### config.mk
export PLATFORM = sky130hd
export DESIGN_NAME = pc_stack
export DESIGN_NICKNAME = d
export VERILOG_FILES = /design/src/rtl/pc_stack_pkg.sv /design/src/rtl/pc_stack_return_stack.sv /design/src/rtl/pc_stack.sv
export SDC_FILE = /design/constraint.sdc
export NUM_CORES = 1
export LEC_CHECK = 0
export BUFFER_PORTS_ARGS = -buffer_cell sky130_fd_sc_hd__buf_2
export CAP_MARGIN = 10
export CORE_ASPECT_RATIO = 0.9
export CORE_UTILIZATION = 61
export DETAILED_ROUTE_END_ITERATION = 6
export HOLD_SLACK_MARGIN = 0.02
export PLACE_DENSITY_LB_ADDON = 0.25
export SETUP_SLACK_MARGIN = 0.5
export SYNTH_ARGS = -nofsm -noshare
export SYNTH_HDL_FRONTEND = slang
export SYNTH_SLANG_ARGS = --single-unit
### constraint.sdc
create_clock -name clock -period 6 [get_ports clock]
set_input_delay 1.2 -clock clock [delete_from_list [all_inputs] [get_ports clock]]
set_output_delay 1.2 -clock clock [all_outputs]
set_load 0.02 [all_outputs]
### src/rtl/pc_stack_pkg.sv
// ============================================================================
// Module  : pc_stack_pkg
// Brief   : Shared defaults and command decode for the PC / return-stack stage
// Revision: 1.0
// ============================================================================
`default_nettype none

package pc_stack_pkg;

  localparam int DEF_WIDTH  = 16;
  localparam int DEF_DEPTH  = 8;
  localparam int DEPTH_BITS = $clog2(DEF_DEPTH + 1);

  typedef enum logic [2:0] {
    CMD_HOLD = 3'd0,
    CMD_INC  = 3'd1,
    CMD_LOAD = 3'd2,
    CMD_RET  = 3'd3,
    CMD_CALL = 3'd4,
    CMD_TAIL = 3'd5
  } cmd_t;

  // First match wins: call&ret, call, ret, load, inc, hold.
  function automatic cmd_t decode_cmd(input logic call, input logic ret,
                                      input logic load, input logic inc);
    if (call && ret) return CMD_TAIL;
    if (call)        return CMD_CALL;
    if (ret)         return CMD_RET;
    if (load)        return CMD_LOAD;
    if (inc)         return CMD_INC;
    return CMD_HOLD;
  endfunction

endpackage

`default_nettype wire

### src/rtl/pc_stack_return_stack.sv
// ============================================================================
// Module  : return_stack
// Brief   : LIFO of return addresses indexed by an occupancy counter
// Revision: 1.0
// ============================================================================
`default_nettype none

module return_stack
  import pc_stack_pkg::*;
#(
  parameter int WIDTH = DEF_WIDTH,
  parameter int DEPTH = DEF_DEPTH
) (
  input  logic                       clock,
  input  logic                       reset,
  input  logic                       push,
  input  logic                       pop,
  input  logic [WIDTH-1:0]           push_data,
  output logic [WIDTH-1:0]           top,
  output logic [$clog2(DEPTH+1)-1:0] depth,
  output logic                       full,
  output logic                       empty
);

  localparam int c_DB = $clog2(DEPTH + 1);
  localparam int c_IB = $clog2(DEPTH);
  localparam logic [c_DB-1:0] c_ONE  = c_DB'(1);
  localparam logic [c_DB-1:0] c_FULL = c_DB'(DEPTH);

  logic [WIDTH-1:0] r_stack [DEPTH];
  logic [c_DB-1:0]  r_depth;
  logic [c_DB-1:0]  w_top_pos;
  logic [c_IB-1:0]  w_top_idx;
  logic [c_IB-1:0]  w_push_idx;

  // With depth==0 the index wraps to a valid slot; the caller never uses it.
  assign w_top_pos  = r_depth - c_ONE;
  assign w_top_idx  = w_top_pos[c_IB-1:0];
  assign w_push_idx = r_depth[c_IB-1:0];

  always_ff @(posedge clock or posedge reset) begin
    if (reset) begin
      r_depth <= '0;
      for (int i = 0; i < DEPTH; i++) r_stack[i] <= '0;
    end else if (push) begin
      r_stack[w_push_idx] <= push_data;
      r_depth             <= r_depth + c_ONE;
    end else if (pop) begin
      r_depth <= w_top_pos;
    end
  end

  assign top   = r_stack[w_top_idx];
  assign depth = r_depth;
  assign full  = (r_depth == c_FULL);
  assign empty = (r_depth == '0);

endmodule

`default_nettype wire

### src/rtl/pc_stack.sv
// ============================================================================
// Module  : pc_stack
// Brief   : Program counter with load/inc and a hardware call/return stack
// Revision: 1.0
// ============================================================================
`default_nettype none

module pc_stack
  import pc_stack_pkg::*;
#(
  parameter int WIDTH = DEF_WIDTH,
  parameter int DEPTH = DEF_DEPTH
) (
  input  logic                       clock,
  input  logic                       reset,
  input  logic [WIDTH-1:0]           in,
  input  logic                       load,
  input  logic                       inc,
  input  logic                       call,
  input  logic                       ret,
  output logic [WIDTH-1:0]           out,
  output logic [$clog2(DEPTH+1)-1:0] depth,
  output logic                       empty,
  output logic                       full,
  output logic                       error
);

  cmd_t             w_cmd;
  logic [WIDTH-1:0] w_next_pc;
  logic [WIDTH-1:0] w_top;
  logic             w_full;
  logic             w_empty;
  logic             w_push;
  logic             w_pop;
  logic [WIDTH-1:0] r_out;
  logic             r_error;

  assign w_cmd     = decode_cmd(call, ret, load, inc);
  assign w_next_pc = r_out + WIDTH'(1);
  // Overflow/underflow never reach the stack; they only raise the error flag.
  assign w_push    = (w_cmd == CMD_CALL) && !w_full;
  assign w_pop     = (w_cmd == CMD_RET)  && !w_empty;

  return_stack #(
    .WIDTH (WIDTH),
    .DEPTH (DEPTH)
  ) u_return_stack (
    .clock     (clock),
    .reset     (reset),
    .push      (w_push),
    .pop       (w_pop),
    .push_data (w_next_pc),
    .top       (w_top),
    .depth     (depth),
    .full      (w_full),
    .empty     (w_empty)
  );

  always_ff @(posedge clock or posedge reset) begin
    if (reset) begin
      r_out   <= '0;
      r_error <= 1'b0;
    end else begin
      case (w_cmd)
        CMD_TAIL: r_out <= in;
        CMD_CALL: begin
          if (w_full) r_error <= 1'b1;
          else        r_out   <= in;
        end
        CMD_RET: begin
          if (w_empty) r_error <= 1'b1;
          else         r_out   <= w_top;
        end
        CMD_LOAD: r_out <= in;
        CMD_INC:  r_out <= w_next_pc;
        default:  r_out <= r_out;
      endcase
    end
  end

  assign out   = r_out;
  assign error = r_error;
  assign full  = w_full;
  assign empty = w_empty;

endmodule

`default_nettype wire
==> flow_summary_export.csv, run 1 <==
group,metric,value,unit
clock_network,numClockSinks,149,
clock_network,postCtsSetupRepairBufs,0,
final_layout,multi_input_area,3160,um2
final_layout,fin_nets,743,
yosys,syn_avg_cell_area,10.2,um2
grt,grt_max_degree,92,
yosys,synth_warnings,0,
clock_network,clkLatencyLatePin,0.43,ns
sta,fin_crit_sh,63.7,%
grt,track_usage,33.1,%
clock_network,cts_buffers,17,
yosys,yosys.cell_count.top_type,"dfrtp_1",
worst_setup_path,cp_max_fo,32,
clock_network,cts_tree,"yes",
sta,skew,0.0105,ns
floorplanning,ios,45,
yosys,synthesis.nets,723,
worst_hold_path,hp-class,"register to register",
detailed_routing,drt_iter0_drc,627,
grt,antenna_found_initial,0,
sta,hold_viol_final,0,
power_and_ir_drop,finalPower,5.21,mW
final_layout,ff_latch_area,3730,um2
worst_setup_path,critical_path_class,"register to output port",
yosys,synth-edff-count,0,
grt,grt_remaining_overflow,0,
yosys,yosysTopAreaCellShare,52.4,%
sta,finalCriticalPeriod,3.82,ns
sta,fmax,262,MHz
clock_network,cts-root-buf,"clkbuf_16",
floorplanning,num_rows,37,
detailed_routing,drc,0,
placed_design,port_buffers,44,
floorplanning,die_area,12100,um2
final_layout,drive_above_1_share,17.6,%
sta,fin_hold_ws,0.480,ns
status,status,"complete, no violations",
final_layout,syn2layout_area_growth,12.9,%
worst_setup_path,r2r_cells,7,
yosys,synthArstFlopShare,100,%
yosys,seq_area_frac_synth,52.4,%
floorplanning,die_h,104,um
worst_setup_path,required,4.80,ns
detailed_routing,via_count,5693,
grt,grt_pass1_vias,5588,
detailed_routing,routed_wl,18.5,mm
sta,setup_viol_count_final,0,
yosys,synthFlopType,"dfrtp_1",
detailed_routing,ant_nets,0,
worst_setup_path,worstPathArrival,2.62,ns
clock_network,clock_path_buffers,2,
floorplanning,initial_utilization,62.5,%
yosys,yosys.area.top_type,"dfrtp_1",
sta,slew_headroom,16.3,%
power_and_ir_drop,p_leak,3.53,nW
clock_network,clkTransAtPathRegs,0.06,ns
clock_network,ctsHoldBuffers,0,
worst_setup_path,endpoint_kind,"output port",
power_and_ir_drop,p_per_area,649,nW/um2
clock_network,htreeDepth,4,
floorplanning,fp.dieW,116,um
yosys,syn-cell-area,7110,um2
final_layout,diodes,0,
yosys,postSynthCellCount,698,
yosys,ys_types,49,
clock_network,post_cts_resize_count,0,
yosys,ys_seq_elements,149,
sta,maxSlewViolCount,0,
floorplanning,core,11400,um2
placed_design,dp.final_hpwl,11.9,mm
worst_setup_path,critPathLaunchType,"register",
sta,tns,0,ns
sta,worst_pin_slew,1.25,ns
detailed_routing,via_per_inst,6.42,
placed_design,routabilityCongestion,0.846,
detailed_routing,wl_per_cell,20.8,um
yosys,synthTopCellsByArea,"dfrtp_1 (52%), mux4_2 (6.3%), a21oi_1 (5.2%)",
grt,grt_first_pass_wirelength,29.6,mm
worst_setup_path,cpPeakStageDelay,0.73,ns
detailed_routing,firstDrtPassIters,5,
power_and_ir_drop,vdd_drop_max,0.303,mV
final_layout,fillers,796,
worst_hold_path,hold_depth,1,
worst_setup_path,crit_chain,"inv_2, ha_2, nor3b_2, buf_2",
worst_setup_path,crit_path_top_delay_cell,"dfrtp_2",
yosys,synthTopCellsByCount,"dfrtp_1 (149), nand2_1 (90), nor2_1 (80), a21oi_1 (74), o21ai_0 (58)",
flow_run,cap_violations,0,
sta,rsz0062_at_grt,"no",
## path summary, 6_finish.rpt
check,end,slack (ns),from
max,empty,2.18,u_return_stack.depth[0]$_DFFE_PP0P_
min,error$_DFFE_PP0P_,0.48,error$_DFFE_PP0P_
max reg2reg,u_return_stack.r_stack[49]$_DFFE_PP0P_,2.23,u_return_stack.depth[0]$_DFFE_PP0P_
min reg2reg,error$_DFFE_PP0P_,0.48,error$_DFFE_PP0P_
max in group asynchronous,u_return_stack.depth[0]$_DFFE_PP0P_,3.71,reset
min in group asynchronous,u_return_stack.r_stack[120]$_DFFE_PP0P_,0.95,reset
## per-layer routing
layer / vias up / global-route usage [%] / wire [um]
met4: 0 / 12.0 / 500
li1: 2525 / - / -
met2: 313 / 48.2 / 8280
met3: 53 / 11.1 / 1920
met1: 2802 / 46.3 / 7780
met5: - / 0 / 0
## through the flow
step / setup slack [ns] / utilization (%) / instances / cell area (um2)
floorplan: 0.792 / - / 698 / 7110
global placement: 2.31 / 64.8 / 854 / 7380
detailed placement: 2.12 / 64.8 / 854 / 7380
CTS: 2.10 / 70.4 / 886 / 8020
global route: 2.00 / 70.6 / 887 / 8040
finish: 2.18 / 70.6 / 887 / 8040
## report_power, final
group / switching, mW / internal, mW
sequential: 0.440 / 1.49
combinational: 1.24 / 0.886
clock: 0.450 / 0.709
## critical path: cells and delay by family (launching register included)
kind,cells,cell delay [ns]
buffers and inverters,2,0.61
and+or+nand+nor,1,0.46
DFF,1,0.73
adders and majority gates,1,0.37
## state kept, by name, summed over array words and instances (netlist names)
register / cells
error: 1
out: 16
u_return_stack.r_stack: 128
u_return_stack.depth: 4
## kinds of logic (layout without fill, tap and decap cells)
kind of cell,Yosys count,in the layout,share of synthesized area (%)
AOI/OAI and AO/OA,190,190,15.2
xor gates and xnor gates,18,18,2.22
adders and majority gates,3,3,0.528
buffers and inverters,58,91,3.64
DFF,149,149,52.4
muxes,60,60,12.2
and+or+nand+nor,220,220,13.8
## cells in the final DEF (no fill, tap or decap), types with 5 or more instances in the layout
cell and count:
mux2i_1 30, o211ai_1 6, o21ai_1 17, inv_1 7, xor2_1 7, nand3_1 16
mux2_2 9, a22oi_1 10, nand2_1 90, xnor2_1 10, a21oi_1 74, clkbuf_16 17
mux4_2 20, nor3_1 6, o21ai_0 58, nor2_1 80, dfrtp_1 148, buf_2 44
inv_6 5
## layout make-up
type                    count  share of cell area (%)
clock buffers              17                    5.29
clock inverters            15                    2.68
inverters                  10                   0.529
multi-input cells         491                    39.3
flip-flops and latches    149                    46.4
well taps                 156                    2.43
repair buffers             49                    3.30
No activity file was read; power rests on OpenSTA's default activity.
==> run 2, diff against run 1 <==
Clock period 6 ns to 3.6 ns, I/O delays scaled along.
==> flow_summary_export.csv, run 2 (synthesis results as in run 1) <==
group,metric,value,unit
sta,slew_headroom,34.5,%
power_and_ir_drop,finalPower,8.61,mW
final_layout,diodes,0,
sta,setup_viol_count_final,0,
worst_setup_path,cpPeakStageDelay,0.71,ns
grt,antenna_found_initial,0,
detailed_routing,firstDrtPassIters,6,
final_layout,mostFrequentLayoutCells,"dfrtp_1 (148), nand2_1 (90), nor2_1 (80), a21oi_1 (74), o21ai_0 (58)",
worst_setup_path,cp_max_fo,15,
clock_network,ctsHoldBuffers,0,
grt,grt_first_pass_wirelength,29.9,mm
clock_network,postCtsSetupRepairBufs,0,
flow_run,cap_violations,0,
sta,skew,0.00869,ns
placed_design,routabilityCongestion,0.921,
sta,maxSlewViolCount,0,
floorplanning,die_h,104,um
detailed_routing,drt_iter0_drc,724,
sta,fin_ws,0.806,ns
floorplanning,fp.dieW,116,um
grt,grt_remaining_overflow,0,
grt,grt_max_degree,61,
final_layout,syn2layout_area_growth,14.3,%
power_and_ir_drop,p_per_area,1060,nW/um2
clock_network,post_cts_resize_count,0,
placed_design,port_buffers,44,
placed_design,place_area,7530,um2
clock_network,cts_buffers,17,
worst_hold_path,hp-class,"input pin to asynchronous set/reset pin",
final_layout,fin_area,8130,um2
floorplanning,core,11400,um2
detailed_routing,drc,0,
final_layout,drive_above_1_share,19.4,%
worst_setup_path,critical_path_class,"register to register",
worst_setup_path,crit_path_top_delay_cell,"dfrtp_1",
final_layout,final_common_cell,"dfrtp_1",
sta,tns,0,ns
floorplanning,die_area,12100,um2
worst_setup_path,worstPathArrival,3.07,ns
clock_network,cts-root-buf,"clkbuf_16",
sta,finalCriticalPeriod,2.79,ns
floorplanning,num_rows,37,
clock_network,clock_path_buffers,2,
final_layout,largest_reg_flops,128,
worst_setup_path,crit_chain,"ha_1, inv_1, nor3_1, nand4_1, xor2_1, o21ai_0",
placed_design,dp.final_hpwl,11.9,mm
clock_network,cts_tree,"yes",
sta,rsz0062_at_grt,"no",
final_layout,fillers,779,
grt,track_usage,33.4,%
sta,fin_crit_sh,77.6,%
worst_setup_path,endpoint_kind,"register",
detailed_routing,ant_nets,0,
worst_setup_path,critPathLaunchType,"register",
floorplanning,ios,45,
sta,hold_viol_final,0,
detailed_routing,via_count,5733,
clock_network,clkTransAtPathRegs,0.06,ns
sta,fmax,358,MHz
detailed_routing,wl_per_cell,20.6,um
floorplanning,initial_utilization,62.5,%
clock_network,numClockSinks,149,
detailed_routing,via_per_inst,6.33,
worst_setup_path,required,3.87,ns
detailed_routing,routed_wl,18.6,mm
power_and_ir_drop,p_leak,3.59,nW
status,status,"complete, no violations",
final_layout,fin_cells,905,
clock_network,clkLatencyLatePin,0.42,ns
sta,worst_pin_slew,0.981,ns
final_layout,fin_nets,761,
placed_design,dpl.cell_count,873,
grt,grt_pass1_vias,5573,
sta,fin_hold_ws,0.465,ns
clock_network,htreeDepth,4,
final_layout,regMostFlops,"u_return_stack.r_stack",
placed_design,post-place-ws,0.817,ns
power_and_ir_drop,vdd_drop_max,0.406,mV
final_layout,final_util,71.4,%
==> run 2: final cells by class <==
class / instances / area [um2] / share of cell area, %
Multi-Input combinational cell: 491 / 3160 / 38.9
Clock inverter: 10 / 121 / 1.49
Clock buffer: 22 / 474 / 5.83
Timing Repair Buffer: 67 / 405 / 4.99
Inverter: 10 / 41.3 / 0.508
Sequential cell: 149 / 3730 / 45.9
Tap cell: 156 / 195 / 2.40
==> run 2: final timing paths <==
check,cells after the start,slack [ns],end,start
max,6,0.81,u_return_stack.r_stack[14]$_DFFE_PP0P_,out[0]$_DFFE_PP0P_
min,2,0.47,out[13]$_DFFE_PP0P_,reset
max reg2reg,6,0.81,u_return_stack.r_stack[14]$_DFFE_PP0P_,out[0]$_DFFE_PP0P_
min reg2reg,2,0.48,u_return_stack.r_stack[9]$_DFFE_PP0P_,u_return_stack.r_stack[9]$_DFFE_PP0P_
max in group asynchronous,3,2.35,u_return_stack.r_stack[68]$_DFFE_PP0P_,reset
min in group clock,2,0.48,u_return_stack.r_stack[9]$_DFFE_PP0P_,u_return_stack.r_stack[9]$_DFFE_PP0P_
==> run 2: worst max-delay path, delay by kind of cell (launching register included) <==
family / cells / cell delay, ns
xor gates and xnor gates: 1 / 0.56
and+or+nand+nor: 2 / 0.71
DFF: 1 / 0.71
AOI/OAI and AO/OA: 1 / 0.19
buffers and inverters: 1 / 0.11
adders and majority gates: 1 / 0.35
==> run 2: metal layers <==
layer  GRT usage, %  wire [um]  vias to the layer above
met4           12.9        478                        0
met3           7.98       1660                       44
met5              0          0                        -
li1               -          -                     2542
met1           48.6       8010                     2850
met2           48.6       8470                      297
==> run 2: where the power goes <==
group	internal, mW	total [mW]	switching [mW]	leakage, nW
sequential	2.48	3.09	0.601	1.80
combinational	1.55	3.74	2.19	1.50
clock	1.08	1.78	0.702	0.291
total	5.12	8.61	3.50	3.59
==> run 3, diff against run 2 <==
Clock period 3.6 ns to 2.6 ns, I/O delays scaled along.
==> flow_summary_export.csv, run 3 (synthesis results as in run 1) <==
group,metric,value,unit
final_layout,drive_above_1_share,31.2,%
detailed_routing,firstDrtPassIters,6,
worst_setup_path,worstPathArrival,2.59,ns
status,status,"complete, no violations",
grt,top_usage_layer,"met2",
sta,finalCriticalPeriod,2.30,ns
worst_setup_path,endpoint_kind,"register",
worst_setup_path,critical_path_class,"register to register",
floorplanning,num_rows,37,
final_layout,diodes,0,
power_and_ir_drop,p_per_area,1480,nW/um2
grt,antenna_found_initial,0,
clock_network,cts_tree,"yes",
detailed_routing,drc,0,
placed_design,dp.final_hpwl,12.7,mm
power_and_ir_drop,finalPower,13.5,mW
detailed_routing,via_count,6607,
final_layout,mostFrequentLayoutCells,"dfrtp_1 (148), nand2_1 (76), nor2_1 (66), a21oi_1 (62), o21ai_0 (58)",
worst_hold_path,hp-class,"input pin to asynchronous set/reset pin",
power_and_ir_drop,switching_share,42.5,%
flow_run,cap_violations,0,
final_layout,final_common_cell,"dfrtp_1",
sta,worst_pin_slew,0.770,ns
detailed_routing,routed_wl,24.0,mm
placed_design,dpl.cell_count,889,
final_layout,largest_reg_flops,128,
detailed_routing,via_per_inst,6.95,
placed_design,port_buffers,44,
sta,fin_crit_sh,88.5,%
worst_setup_path,rrSetupSlack,0.30,ns
grt,grt_remaining_overflow,0,
sta,rsz0062_at_grt,"yes",
worst_setup_path,required,2.89,ns
sta,fin_hold_ws,0.121,ns
worst_setup_path,critPathLaunchType,"register",
placed_design,routabilityCongestion,0.922,
power_and_ir_drop,p_leak,3.98,nW
final_layout,fin_nets,806,
final_layout,fin_cells,950,
final_layout,syn2layout_area_growth,27.7,%
power_and_ir_drop,pwr-share-seq,33.0,%
floorplanning,die_area,12100,um2
power_and_ir_drop,combPwrFrac,49.4,%
detailed_routing,ant_nets,0,
power_and_ir_drop,pwr-share-clk,17.6,%
power_and_ir_drop,p_sw,5.72,mW
power_and_ir_drop,vdd_drop_max,0.770,mV
sta,skew,0.0111,ns
sta,slew_headroom,48.3,%
sta,maxSlewViolCount,0,
grt,grt_pass1_vias,5763,
detailed_routing,wl_per_cell,25.3,um
grt,use_met2,50.6,%
worst_setup_path,cp_max_fo,8,
grt,met1_usage,48.4,%
grt,use_met3,12.9,%
clock_network,clkTransAtPathRegs,0.07,ns
grt,grt_first_pass_wirelength,31.1,mm
final_layout,regMostFlops,"u_return_stack.r_stack",
floorplanning,fp.dieW,116,um
floorplanning,initial_utilization,62.5,%
grt,grt_max_degree,54,
floorplanning,core,11400,um2
sta,hold_viol_final,0,
floorplanning,die_h,104,um
grt,track_usage,34.9,%
clock_network,cts_buffers,17,
clock_network,cts-root-buf,"clkbuf_16",
clock_network,clkLatencyLatePin,0.43,ns
floorplanning,ios,45,
detailed_routing,drt_iter0_drc,1097,
power_and_ir_drop,intPower,7.75,mW
clock_network,clock_path_buffers,2,
clock_network,numClockSinks,149,
clock_network,htreeDepth,4,
sta,tns,0,ns
sta,setup_viol_count_final,0,
sta,fmax,435,MHz
run 3: repair_timing:
item / 4_1_cts / 5_1_grt
gates cloned: 0 / 8
pin swaps: 1 / 18
buffers inserted: 3 / 18
gates resized for setup: 14 / 93
setup endpoints to repair: 99 / 98
hold buffers: 0 / 0
endpoints found under the hold margin: 0 / 0
run 3: path summary, 6_finish.rpt:
kind,from,to,depth (start not counted)
worst min-delay path,reset,u_return_stack.r_stack[125]$_DFFE_PP0P_,2
max in group asynchronous,reset,u_return_stack.r_stack[52]$_DFFE_PP0P_,3
worst min register to register,u_return_stack.r_stack[80]$_DFFE_PP0P_,u_return_stack.r_stack[80]$_DFFE_PP0P_,2
worst max register to register,out[5]$_DFFE_PP0P_,u_return_stack.r_stack[90]$_DFFE_PP0P_,5
worst max-delay path,out[5]$_DFFE_PP0P_,u_return_stack.r_stack[90]$_DFFE_PP0P_,5
min in group clock,in[10],out[10]$_DFFE_PP0P_,3
run 3: layer usage:
metal | part of all wire [%] | routed length, um
met5 | 0 | 0
met2 | 46 | 11000
met4 | 5.5 | 1320
met1 | 36 | 8610
met3 | 13 | 3120
run 3: per-stage QoR:
step	cell area (um2)	utilization, %	worst slack [ns]
after floorplan	7130	-	0.183
after global placement	7720	67.8	0.388
after detailed placement	7720	67.8	0.319
after CTS	8370	73.5	0.476
after global routing	9080	79.8	0.247
final	9080	79.8	0.300
run 3: critical path, cell delays in order, from the launching register on:
cell and delay [ns]:
dfrtp_1 0.57, nand4_2 0.33, nor3_2 0.45, nand2_1 0.26, xor2_4 0.37, o21ai_0 0.18
run 3: power groups by stage:
stage	logic (mW)	registers [mW]	clock network (mW)
floorplan	3.60	4.18	0
global placement	5.15	4.16	0
detailed placement	5.31	4.24	0
CTS	5.50	4.23	2.34
global route	7.03	4.51	2.47
finish	6.66	4.45	2.37
run 3: final cells by class:
cell class | count | area, um2
Sequential cell | 149 | 3730
Timing Repair Buffer | 112 | 1060
Tap cell | 156 | 195
Clock buffer | 22 | 454
Inverter | 10 | 43.8
Fill cell | 634 | 2300
Multi-Input combinational cell | 491 | 3500
Clock inverter | 10 | 98.8
